`src/rtl/irq_dispatcher.sv`:
```
// irq_dispatcher: services the interrupt controller's STATUS register on a
// consolidated IRQ. It hands pending sources to the sequencer one at a time,
// lowest index first, and issues a W1C for each source after it is accepted.
//
// Optional build macro: IRQ_DISP_TIMEOUT_EN. When it is defined, a stuck
// consumer is given up on after TIMEOUT dispatch cycles and the source is
// cleared anyway.
//
// state    | meaning
// ---------+-----------------------------------------------------------
// IDLE     | waiting for irq_in while enabled
// READ     | STATUS address driven; pending mask latched at the clock edge
// DISPATCH | vector offered to the consumer, waiting for ready
// CLEAR    | W1C of the dispatched source, then next vector or IDLE
module irq_dispatcher #(
  parameter int                    NUM_IRQS    = 32,
  parameter int                    ADDR_WIDTH  = 8,
  parameter int                    DATA_WIDTH  = 32,
  parameter logic [ADDR_WIDTH-1:0] STATUS_ADDR = '0,
  parameter int                    TIMEOUT     = 255
) (
  input  logic                  i_clk,
  input  logic                  i_rst,
  input  logic                  i_enable,
  input  logic                  i_irq_in,
  output logic                  o_reg_wr,
  output logic [ADDR_WIDTH-1:0] o_reg_addr,
  output logic [DATA_WIDTH-1:0] o_reg_wdata,
  input  logic [DATA_WIDTH-1:0] i_reg_rdata,
  output logic                  o_vec_valid,
  output logic [((NUM_IRQS > 1) ? $clog2(NUM_IRQS) : 1)-1:0] o_vec_id,
  input  logic                  i_vec_ready,
  output logic                  o_busy,
  output logic                  o_timeout_err
);

  localparam int IDW = (NUM_IRQS > 1) ? $clog2(NUM_IRQS) : 1;

  typedef enum logic [1:0] {
    IDLE     = 2'd0,
    READ     = 2'd1,
    DISPATCH = 2'd2,
    CLEAR    = 2'd3
  } state_t;

  state_t                r_state;
  logic [NUM_IRQS-1:0]   r_mask;
  logic                  r_reg_wr;
  logic [ADDR_WIDTH-1:0] r_reg_addr;
  logic [DATA_WIDTH-1:0] r_reg_wdata;
  logic                  r_vec_valid;
  logic [IDW-1:0]        r_vec_id;

  logic [NUM_IRQS-1:0]   w_rd_mask;
  logic                  w_hs;
  logic                  w_tmo;
  logic                  w_unused_rdata;

  // Status bits above the implemented sources are deliberately ignored.
  assign w_rd_mask      = i_reg_rdata[NUM_IRQS-1:0];
  assign w_unused_rdata = &{1'b0, i_reg_rdata};
  assign w_hs           = r_vec_valid && i_vec_ready;

`ifdef IRQ_DISP_TIMEOUT_EN
  localparam int TW = ($clog2(TIMEOUT + 1) > 8) ? $clog2(TIMEOUT + 1) : 8;

  logic [TW-1:0] r_tmo_cnt;
  logic          r_tmo_err;

  // The last cycle without ready is the TIMEOUT-th DISPATCH cycle.
  assign w_tmo         = (r_state == DISPATCH) && !w_hs && (r_tmo_cnt == TW'(TIMEOUT - 1));
  assign o_timeout_err = r_tmo_err;
`else
  assign w_tmo         = 1'b0;
  assign o_timeout_err = 1'b0;
`endif

  // Lowest set bit wins.
  function automatic logic [IDW-1:0] f_lowest(input logic [NUM_IRQS-1:0] m);
    f_lowest = '0;
    for (int i = NUM_IRQS - 1; i >= 0; i--) begin
      if (m[i]) f_lowest = IDW'(i);
    end
  endfunction

  // Sequencing FSM; every output is registered here.
  always_ff @(posedge i_clk) begin
    if (i_rst) begin
      r_state     <= IDLE;
      r_mask      <= '0;
      r_reg_wr    <= 1'b0;
      r_reg_addr  <= '0;
      r_reg_wdata <= '0;
      r_vec_valid <= 1'b0;
      r_vec_id    <= '0;
`ifdef IRQ_DISP_TIMEOUT_EN
      r_tmo_cnt   <= '0;
      r_tmo_err   <= 1'b0;
`endif
    end else begin
      r_reg_wr    <= 1'b0;
      r_reg_addr  <= '0;
      r_reg_wdata <= '0;
`ifdef IRQ_DISP_TIMEOUT_EN
      r_tmo_err   <= 1'b0;
`endif
      case (r_state)
        IDLE: begin
          if (i_irq_in && i_enable) begin
            r_state    <= READ;
            r_reg_addr <= STATUS_ADDR;
          end
        end
        READ: begin
          r_mask <= w_rd_mask;
          if (w_rd_mask == '0) begin
            r_state <= IDLE;
          end else begin
            r_state     <= DISPATCH;
            r_vec_valid <= 1'b1;
            r_vec_id    <= f_lowest(w_rd_mask);
`ifdef IRQ_DISP_TIMEOUT_EN
            r_tmo_cnt   <= '0;
`endif
          end
        end
        DISPATCH: begin
          if (w_hs || w_tmo) begin
            // Mask bit drops here so CLEAR can decide on the remainder.
            r_state     <= CLEAR;
            r_vec_valid <= 1'b0;
            r_reg_wr    <= 1'b1;
            r_reg_addr  <= STATUS_ADDR;
            r_reg_wdata <= DATA_WIDTH'(1) << r_vec_id;
            r_mask      <= r_mask & ~(NUM_IRQS'(1) << r_vec_id);
`ifdef IRQ_DISP_TIMEOUT_EN
            r_tmo_err   <= w_tmo;
          end else begin
            r_tmo_cnt   <= r_tmo_cnt + TW'(1);
`endif
          end
        end
        CLEAR: begin
          if ((r_mask != '0) && i_enable) begin
            r_state     <= DISPATCH;
            r_vec_valid <= 1'b1;
            r_vec_id    <= f_lowest(r_mask);
`ifdef IRQ_DISP_TIMEOUT_EN
            r_tmo_cnt   <= '0;
`endif
          end else begin
            r_state <= IDLE;
          end
        end
        default: r_state <= IDLE;
      endcase
    end
  end

  assign o_reg_wr    = r_reg_wr;
  assign o_reg_addr  = r_reg_addr;
  assign o_reg_wdata = r_reg_wdata;
  assign o_vec_valid = r_vec_valid;
  assign o_vec_id    = r_vec_id;
  assign o_busy      = (r_state != IDLE);

endmodule

```
`config.mk`:
```
export PLATFORM = sky130hd
export DESIGN_NAME = irq_dispatcher
export DESIGN_NICKNAME = d
export VERILOG_FILES = /design/src/rtl/irq_dispatcher.sv
export SDC_FILE = /design/constraint.sdc
export NUM_CORES = 1
export LEC_CHECK = 0
export ABC_AREA = 1
export ABC_CLOCK_PERIOD_IN_PS = 4450
export CAP_MARGIN = 15
export CORE_MARGIN = 2
export CORE_UTILIZATION = 30
export DETAILED_ROUTE_END_ITERATION = 8
export PLACE_DENSITY = 0.5
export SLEW_MARGIN = 10
export SYNTH_ARGS = -nofsm -noshare
export SYNTH_HDL_FRONTEND = slang
export SYNTH_SLANG_ARGS = --single-unit
```
`constraint.sdc`:
```
create_clock -name i_clk -period 4.45 [get_ports i_clk]
set_clock_uncertainty 0.1 [all_clocks]
set_input_delay 0.89 -clock i_clk [delete_from_list [all_inputs] [get_ports i_clk]]
set_output_delay 0.89 -clock i_clk [all_outputs]
set_load 0.05 [all_outputs]
```
==> impl_metrics.csv <==
group,metric,value,unit
place,place_ws,1.12,ns
synth,yosys.area.top_type,"dfxtp_1",
place,portBuffers,76,
synth,synth_edf_count,0,
timing,fin_hold_ws,0.395,ns
worst_setup_path,cp_max_fo,3,
timing,worst_pin_slew,0.598,ns
power_and_ir_drop,power.switching,0.00111,W
clock_tree,htreeDepth,3,
die,start_util,0.307,
synth,ys_types,29,
synth,dominantRegCellSynth,"dfxtp_1",
clock_tree,cts-root-buf,"clkbuf_16",
clock_tree,clockBufferDepth,2,
worst_setup_path,cp-end-kind,"flip-flop",
place,gp_congestion,0.853,
power_and_ir_drop,power.leakage,1.96,nW
timing,hold_viol,0,
worst_setup_path,start_kind,"primary input",
power_and_ir_drop,power,0.00265,W
routing,drc,0,
routing,dr.pass1.iters,5,
worst_setup_path,critPathArrivalTime,3.13,ns
worst_setup_path,cpPeakStageDelay,0.50,ns
global_route,grt_max_degree,50,
synth,synth_seq_cells,73,
run_status,status,"complete, no violations",
synth,synth_area_leaders,"dfxtp_1 (41%), nand2_1 (13%), inv_1 (8.7%), nor2_1 (6.5%), o21ai_0 (5.7%)",
routing,drtIter0Drc,134,
timing,slew_headroom,0.601,
timing,tns,0,ns
global_route,grt_pass1_wl,17600,µm
global_route,gr-usage-all-layers,0.179,
worst_hold_path,holdPathEnd,"r_mask[30]",
layout,antenna_cells,0,
power_and_ir_drop,clock_power_share,0.275,
worst_setup_path,cp.required,4.59,ns
routing,route.vias.total,3515,
worst_setup_path,r2r_cells,9,
synth,ys_async_sr_fraction,0,
synth,ys_seq_area_frac,0.414,
die,ios,86,
power_and_ir_drop,seqPwrFrac,0.338,
worst_setup_path,crit_path_frequent_cell,"nand2_1",
global_route,met2_usage,0.289,
die,die-width,112,µm
layout,fillers,1217,
worst_setup_path,worstSetupPathType,"primary input to flip-flop",
flow_run,maxCapViolations,0,
synth,netlist_top_cells_count,"nand2_1 (122), inv_1 (82), dfxtp_1 (73)",
global_route,met3_usage,0.0346,
timing,setup_viol,0,
clock_tree,clk_latency,0.34,ns
power_and_ir_drop,power_density,567,nW/µm²
worst_setup_path,crit_family,"simple AND/OR/NAND/NOR gates",
layout,nets,639,
global_route,grt_pass1_vias,3327,
timing,min_period,2.98,ns
power_and_ir_drop,switching_share,0.418,
synth,synthesis.area,3530,µm²
worst_hold_path,min_from,"r_mask[30]",
timing,setup_ws,1.47,ns
die,die_height,112,µm
routing,antenna_left,0,
clock_tree,cts_buffers,9,
worst_hold_path,min_path_type,"flip-flop to flip-flop",
layout,final_util,0.408,
synth,yosysWarnings,0,
timing,slew_viol_final,0,
power_and_ir_drop,ir_drop,0.274,mV
clock_tree,cts_setup_buffers,0,
worst_setup_path,rr_startpoint,"r_state[1]",
global_route,met1_usage,0.241,
worst_hold_path,whs_path_depth,2,
global_route,busiest_layer,"met2",
clock_tree,cts_tree,"yes",
timing,period_share,0.671,
synth,synth_area_per_cell,6.64,µm²
power_and_ir_drop,p_int,0.00155,W
worst_setup_path,crit_slowest_cell,"clkdlybuf4s50_1",
global_route,grt_overflow,0,
clock_tree,cts_resized,0,
worst_setup_path,reg2reg_slack,1.99,ns
routing,wl_per_cell,14.7,µm
worst_setup_path,critPathBufInv,3,
die,design.core.area,11500,µm²
die,die_area,12600,µm²
layout,drive_gt1_frac,0.0527,
clock_tree,cts.sinks,73,
routing,wirelength,11000,µm
die,row_count,39,
clock_tree,ctsHoldBuffers,0,
worst_setup_path,rr_endpoint,"r_mask[8]",
synth,synth_most_common_cell,"nand2_1",
power_and_ir_drop,comb_power_share,0.387,
clock_tree,clk_pin_slew,0.06,ns
synth,synth.top_cell.area_share,0.414,
layout,area_growth,32.8,%
timing,fmax,335,MHz
timing,rsz0062_at_grt,"false",
place,dpl.hpwl,8480,µm
routing,vias_per_cell,4.69,
global_route,antenna_found_initial,0,
synth,syn_inst,531,
==> power by group through the flow <==
| stage | Clock (W) | Sequential, W | Combinational, W |
|---|---|---|---|
| floorplan | 0 | 0.000953 | 0.000676 |
| global placement | 0 | 0.000906 | 0.00102 |
| detailed placement | 0 | 0.000908 | 0.00103 |
| CTS | 0.000742 | 0.000895 | 0.00103 |
| global route | 0.000775 | 0.000916 | 0.00115 |
| finish | 0.000731 | 0.000896 | 0.00103 |
==> metrics by stage <==
stage	instances	instance area (µm²)
after floorplan	539	3560
after global placement	734	4380
after detailed placement	734	4380
after CTS	750	4680
after global routing	750	4680
final	750	4680
==> cell usage in the layout, fill, tap and decap left out <==
cell             instances
clkdlybuf4s50_1         76
nor3_1                  19
a31oi_1                  1
clkinv_1                 2
nand3_1                 12
clkbuf_16                9
nor4_2                   1
nor2_2                   2
clkinvlp_4               1
nor3_2                   2
nand4_1                  4
a21oi_1                 38
inv_1                   82
o31ai_1                  2
dfxtp_1                 73
a221o_1                  1
a311oi_1                 3
nand2_1                122
conb_1                   9
inv_2                    8
o21ai_0                 40
buf_4                    3
o21ai_1                  2
clkinv_2                 1
o41ai_1                  1
nor4_1                   7
a311oi_2                 1
clkinv_4                 3
nand3b_1                 1
o211ai_1                 3
clkbuf_1                 1
a211oi_1                15
bufinv_16                1
nor2_1                  61
==> cell type report <==
| cell class | count | area, µm² | area share |
|---|---|---|---|
| Timing Repair Buffer | 79 | 783 | 0.167 |
| Inverter | 92 | 345 | 0.0738 |
| Tap cell | 143 | 179 | 0.0382 |
| Clock buffer | 10 | 229 | 0.0489 |
| Sequential cell | 73 | 1460 | 0.312 |
| Multi-Input combinational cell | 347 | 1610 | 0.345 |
| Clock inverter | 6 | 68.8 | 0.0147 |
==> cells by family (layout without fill, tap and decap cells) <==
group                  after synthesis  count (layout)  synth area share
and+or+nand+nor                    231             231             0.273
buffers and inverters              119             187             0.136
AOI/OAI and AO/OA                  107             107             0.175
DFF                                 73              73             0.414
other                                1               9           0.00106
==> flip-flops by register name (all words and copies together) (netlist names) <==
| name | flops |
|---|---|
| o_reg_wdata | 32 |
| o_reg_wr | 1 |
| r_mask | 32 |
| r_state | 2 |
| o_vec_valid | 1 |
| o_vec_id | 5 |
==> tightest hold or removal path, cell delays in order (launching register included) <==
cell,delay [ns]
dfxtp_1,0.32
o21ai_0,0.07
a21oi_1,0.06
==> metal layers <==
layer  vias up  share of wire
li1       1825              -
met4         0          0.022
met5         -              0
met3        18          0.043
met2        98           0.46
met1      1574           0.47
==> worst max-delay path by stage <==
stage                    start          end  slack [ns]  depth (start not counted)
2_1_floorplan  i_reg_rdata[30]  o_vec_id[0]        1.90                         35
3_3_place_gp   i_reg_rdata[27]  o_vec_id[1]        1.16                         11
3_5_place_dp   i_reg_rdata[31]  o_vec_id[1]        1.12                         13
4_1_cts        i_reg_rdata[31]  o_vec_id[1]        1.45                         13
5_1_grt        i_reg_rdata[30]  o_vec_id[0]        1.07                         36
6_report       i_reg_rdata[30]  o_vec_id[0]        1.47                         36
No activity file was read; power rests on OpenSTA's default activity.
==> variant 1: new RTL, same flow settings <==
Encoding of `state_t`: now one-hot (4 bits for 4 states).
--- a/src/rtl/irq_dispatcher.sv
+++ b/src/rtl/irq_dispatcher.sv
@@ -36,11 +36,11 @@
 
   localparam int IDW = (NUM_IRQS > 1) ? $clog2(NUM_IRQS) : 1;
 
-  typedef enum logic [1:0] {
-    IDLE     = 2'd0,
-    READ     = 2'd1,
-    DISPATCH = 2'd2,
-    CLEAR    = 2'd3
+  typedef enum logic [3:0] {
+    IDLE     = 4'b0001,
+    READ     = 4'b0010,
+    DISPATCH = 4'b0100,
+    CLEAR    = 4'b1000
   } state_t;
 
   state_t                r_state;
Formal check against the unedited RTL: no difference found for any inputs over 4 cycles, from zero or initial values and one cycle with i_rst high; so few cycles prove little.
==> variant 1 against the original RTL <==
- synthesized cell count up 16%
- cell count up 14%
- wire length up 2.9%
- sequential cell count up 2
- worst setup slack better by 0.012 ns
- area after synthesis up 10%
- design area up 7.5%
- largest cell class unchanged
- highest routed layer unchanged
Power is not compared: it rests on default switching activity, and its combinational part moved more than twofold at a synthesized area within 25%.
==> variant 1: results <==
outcome:
  status: "finished clean"
detailed_routing:
  firstDrtPassIters: 5
  drt_iter0_drc: 193
  avgViaCountPerCell: 4.57
  drt-total-wl_mm: 11.3
global_routing:
  grt_max_degree: 39
  grt_usage: 0.166
  grt_first_pass_wirelength_mm: 18.3
  grt_antenna_before_repair: 0
  grt_pass1_vias: 3870
clock_network:
  clk_latency_ns: 0.34
  root_buffer: "clkbuf_16"
  post-cts-setup-buffers: 0
  clock_tree.buffer_depth: 2
  cts_resized: 0
  htreeDepth: 3
  numCtsBuffers: 9
  clkTransAtPathRegs_ns: 0.06
power_and_ir_drop:
  p_leak_nw: 1.98
  ir_worst_vdd_mv: 0.244
cells_and_area:
  layout.cells.non_filler: 858
  antenna_cells: 0
  drive_gt1_frac: 0.0510
  nNetsFinal: 719
  fillers: 1415
  final_cell_area_sq_um: 5030
synthesis:
  ys_seq_area_frac: 0.386
  synthTopCellsByArea: "dfxtp_1 (39%), nand2_1 (21%), inv_1 (7.1%)"
  synth_common_cells: "nand2_1 (220), dfxtp_1 (75), inv_1 (74)"
  synth-async-reset-ratio: 0
  syn_area_per_cell_sq_um: 6.31
  ys.flop_type: "dfxtp_1"
  yosysWarnings: 0
  ys_types: 31
worst_setup_path:
  crit_arrival_ns: 3.11
  crit_fanout: 4
  cpMaxStageDelayCell: "clkdlybuf4s50_1"
  max_stage_delay_ns: 0.54
  critical-path-top-delay-family: "simple AND/OR/NAND/NOR gates"
placement:
  hpwl_mm: 8.79
  port_buffers: 76
  pre_cts_ws_ns: 1.10
  detailed_place.area_sq_um: 4760
  gp_congestion: 0.820
  dp.cells: 843
sta:
  tightest_slew_ns: 0.891
hold_path:
  min_path_type: "flop to flop"
## variant 1: cells by family (layout without fill, tap and decap cells)
group	after synthesis	in the layout	share of synthesized area
AO/OA/AOI/OAI	69	69	0.0979
other	1	9	0.000965
buffers and inverters	122	184	0.141
flip-flops	75	75	0.386
AND/OR/NAND/NOR	349	349	0.374
## variant 1: worst paths after layout
check,start,end,slack (ns),cells past startpoint
setup / recovery,i_reg_rdata[26],o_vec_id[0]$_SDFFE_PP0P_,1.48,32
hold / removal,r_mask[23]$_SDFFE_PP0P_,r_mask[23]$_SDFFE_PP0P_,0.37,2
setup reg to reg,o_vec_id[2]$_SDFFE_PP0P_,r_mask[31]$_SDFFE_PP0P_,2.17,7
hold reg to reg,r_mask[23]$_SDFFE_PP0P_,r_mask[23]$_SDFFE_PP0P_,0.37,2
## variant 1: worst min-delay path: stages, from the launching register on
cell and delay, ns:
dfxtp_1 0.31, nand2_1 0.06, a21oi_1 0.05
## variant 1: power breakdown
| part | internal (mW) | switching, mW |
|---|---|---|
| logic | 0.155 | 0.291 |
| registers | 0.699 | 0.0301 |
| clock network | 0.377 | 0.286 |
## variant 1: metal layers
metal | vias up | GRT usage | share of wire
met1 | 1785 | 0.202 | 0.45
li1 | 2043 | - | -
met2 | 84 | 0.291 | 0.49
met3 | 12 | 0.0378 | 0.050
met5 | - | 0 | 0
met4 | 0 | 0.0497 | 0.013
## variant 1: final cells by class
| class | instances | area (sq um) | share of cell area |
|---|---|---|---|
| Inverter | 89 | 389 | 0.0773 |
| Multi-Input combinational cell | 427 | 1870 | 0.371 |
| Clock inverter | 5 | 40.0 | 0.00795 |
| Timing Repair Buffer | 80 | 791 | 0.157 |
| Tap cell | 172 | 215 | 0.0428 |
| Sequential cell | 75 | 1500 | 0.298 |
| Clock buffer | 10 | 229 | 0.0455 |
==> variant 2: new RTL, same settings <==
Made on the original files. `ADDR_WIDTH`: 8 -> 9.
--- a/src/rtl/irq_dispatcher.sv
+++ b/src/rtl/irq_dispatcher.sv
@@ -14,7 +14,7 @@
 // CLEAR    | W1C of the dispatched source, then next vector or IDLE
 module irq_dispatcher #(
   parameter int                    NUM_IRQS    = 32,
-  parameter int                    ADDR_WIDTH  = 8,
+  parameter int                    ADDR_WIDTH  = 9,
   parameter int                    DATA_WIDTH  = 32,
   parameter logic [ADDR_WIDTH-1:0] STATUS_ADDR = '0,
   parameter int                    TIMEOUT     = 255
Ports: changed (resized o_reg_addr); port bits go from 86 to 87. No check against the original RTL was run, so the function may have changed too.
==> variant 2 against the original RTL <==
- sequential share of layout area about the same
- wire length decreased by 0.45%
- largest power group unchanged
- worst setup slack got worse by 0.046 ns
- non-clock buffer count increased by 1
- power fell by 0.83%
- design area is essentially flat
- area after synthesis rose by 0.21%
- critical path type unchanged
- sequential cell count unchanged
==> variant 2: results <==
placement:
  hpwl_mm: 8.45
  pre_cts_ws_ns: 1.09
  detailed_place.area_sq_um: 4390
  gp_congestion: 0.832
  dp.cells: 736
global_routing:
  grt_max_degree: 50
  grt_usage: 0.176
  grt_first_pass_wirelength_mm: 17.3
  grt_pass1_vias: 3402
detailed_routing:
  avgViaCountPerCell: 4.73
  drt_iter0_drc: 163
  firstDrtPassIters: 4
  wire_per_inst_um: 14.6
  met3_length_um: 491
  m1WireLength_mm: 5.05
  topRoutingLayerUsed: "met4"
  vias: 3555
  wl_met2_mm: 5.25
sta:
  relSlewSlack: 0.582
power_and_ir_drop:
  power_switching_mw: 1.09
  ir_worst_vdd_mv: 0.229
  p_leak_nw: 1.97
synthesis:
  ys_seq_area_frac: 0.414
  synth-async-reset-ratio: 0
  ys.flop_type: "dfxtp_1"
  ys_types: 29
  syn_inst: 532
  synthTopCellsByArea: "dfxtp_1 (41%), nand2_1 (13%), inv_1 (8.7%)"
worst_setup_path:
  critical-path-top-delay-family: "simple AND/OR/NAND/NOR gates"
  crit_fanout: 7
  max_stage_delay_ns: 0.47
  crit_arrival_ns: 3.21
  cpMaxStageDelayCell: "clkdlybuf4s50_1"
clock_network:
  clk_latency_ns: 0.33
  root_buffer: "clkbuf_16"
  post-cts-setup-buffers: 0
  clkTransAtPathRegs_ns: 0.05
  clock_tree.buffer_depth: 2
  htreeDepth: 3
  numCtsBuffers: 9
outcome:
  status: "finished clean"
hold_path:
  min_path_type: "flop to flop"
cells_and_area:
  nNetsFinal: 641
  drive_gt1_frac: 0.0543
-- variant 2: layout make-up --
class | instances | area [sq um]
clock buffer | 9 | 225
clock inverter | 6 | 60.1
fill | 1233 | 6790
inverter | 92 | 345
multi-input combinational | 348 | 1620
sequential | 73 | 1460
tap | 143 | 179
timing repair buffer | 80 | 791
-- variant 2: cell families (layout without fill, tap and decap cells) --
| kind of cell | after synthesis | in the layout | share of synthesized area |
|---|---|---|---|
| other | 1 | 10 | 0.00106 |
| DFF | 73 | 73 | 0.414 |
| and+or+nand+nor | 231 | 231 | 0.273 |
| buffers and inverters | 120 | 187 | 0.138 |
| AOI/OAI and AO/OA | 107 | 107 | 0.175 |
-- variant 2: metal layers --
layer	vias to the layer above	global-route usage
met1	1619	0.232
met5	-	0
met2	92	0.292
met4	0	0.0626
met3	16	0.0313
li1	1828	-
-- variant 2: power by group through the flow --
stage	Clock, mW	Sequential, mW	Combinational [mW]
2_1_floorplan	0	0.953	0.679
4_1_cts	0.715	0.895	1.04
3_5_place_dp	0	0.909	1.03
6_report	0.701	0.896	1.04
3_3_place_gp	0	0.905	1.03
5_1_grt	0.746	0.914	1.16
-- variant 2: worst paths after layout --
check,end,from,cells after the start,slack (ns)
worst max-delay path,o_vec_id[1]$_SDFFE_PP0P_,i_reg_rdata[27],11,1.42
worst min-delay path,r_mask[31]$_SDFFE_PP0P_,r_mask[31]$_SDFFE_PP0P_,2,0.39
worst max register to register,r_mask[4]$_SDFFE_PP0P_,r_state[1]$_SDFFE_PP0P_,9,2.00
worst min register to register,r_mask[31]$_SDFFE_PP0P_,r_mask[31]$_SDFFE_PP0P_,2,0.39
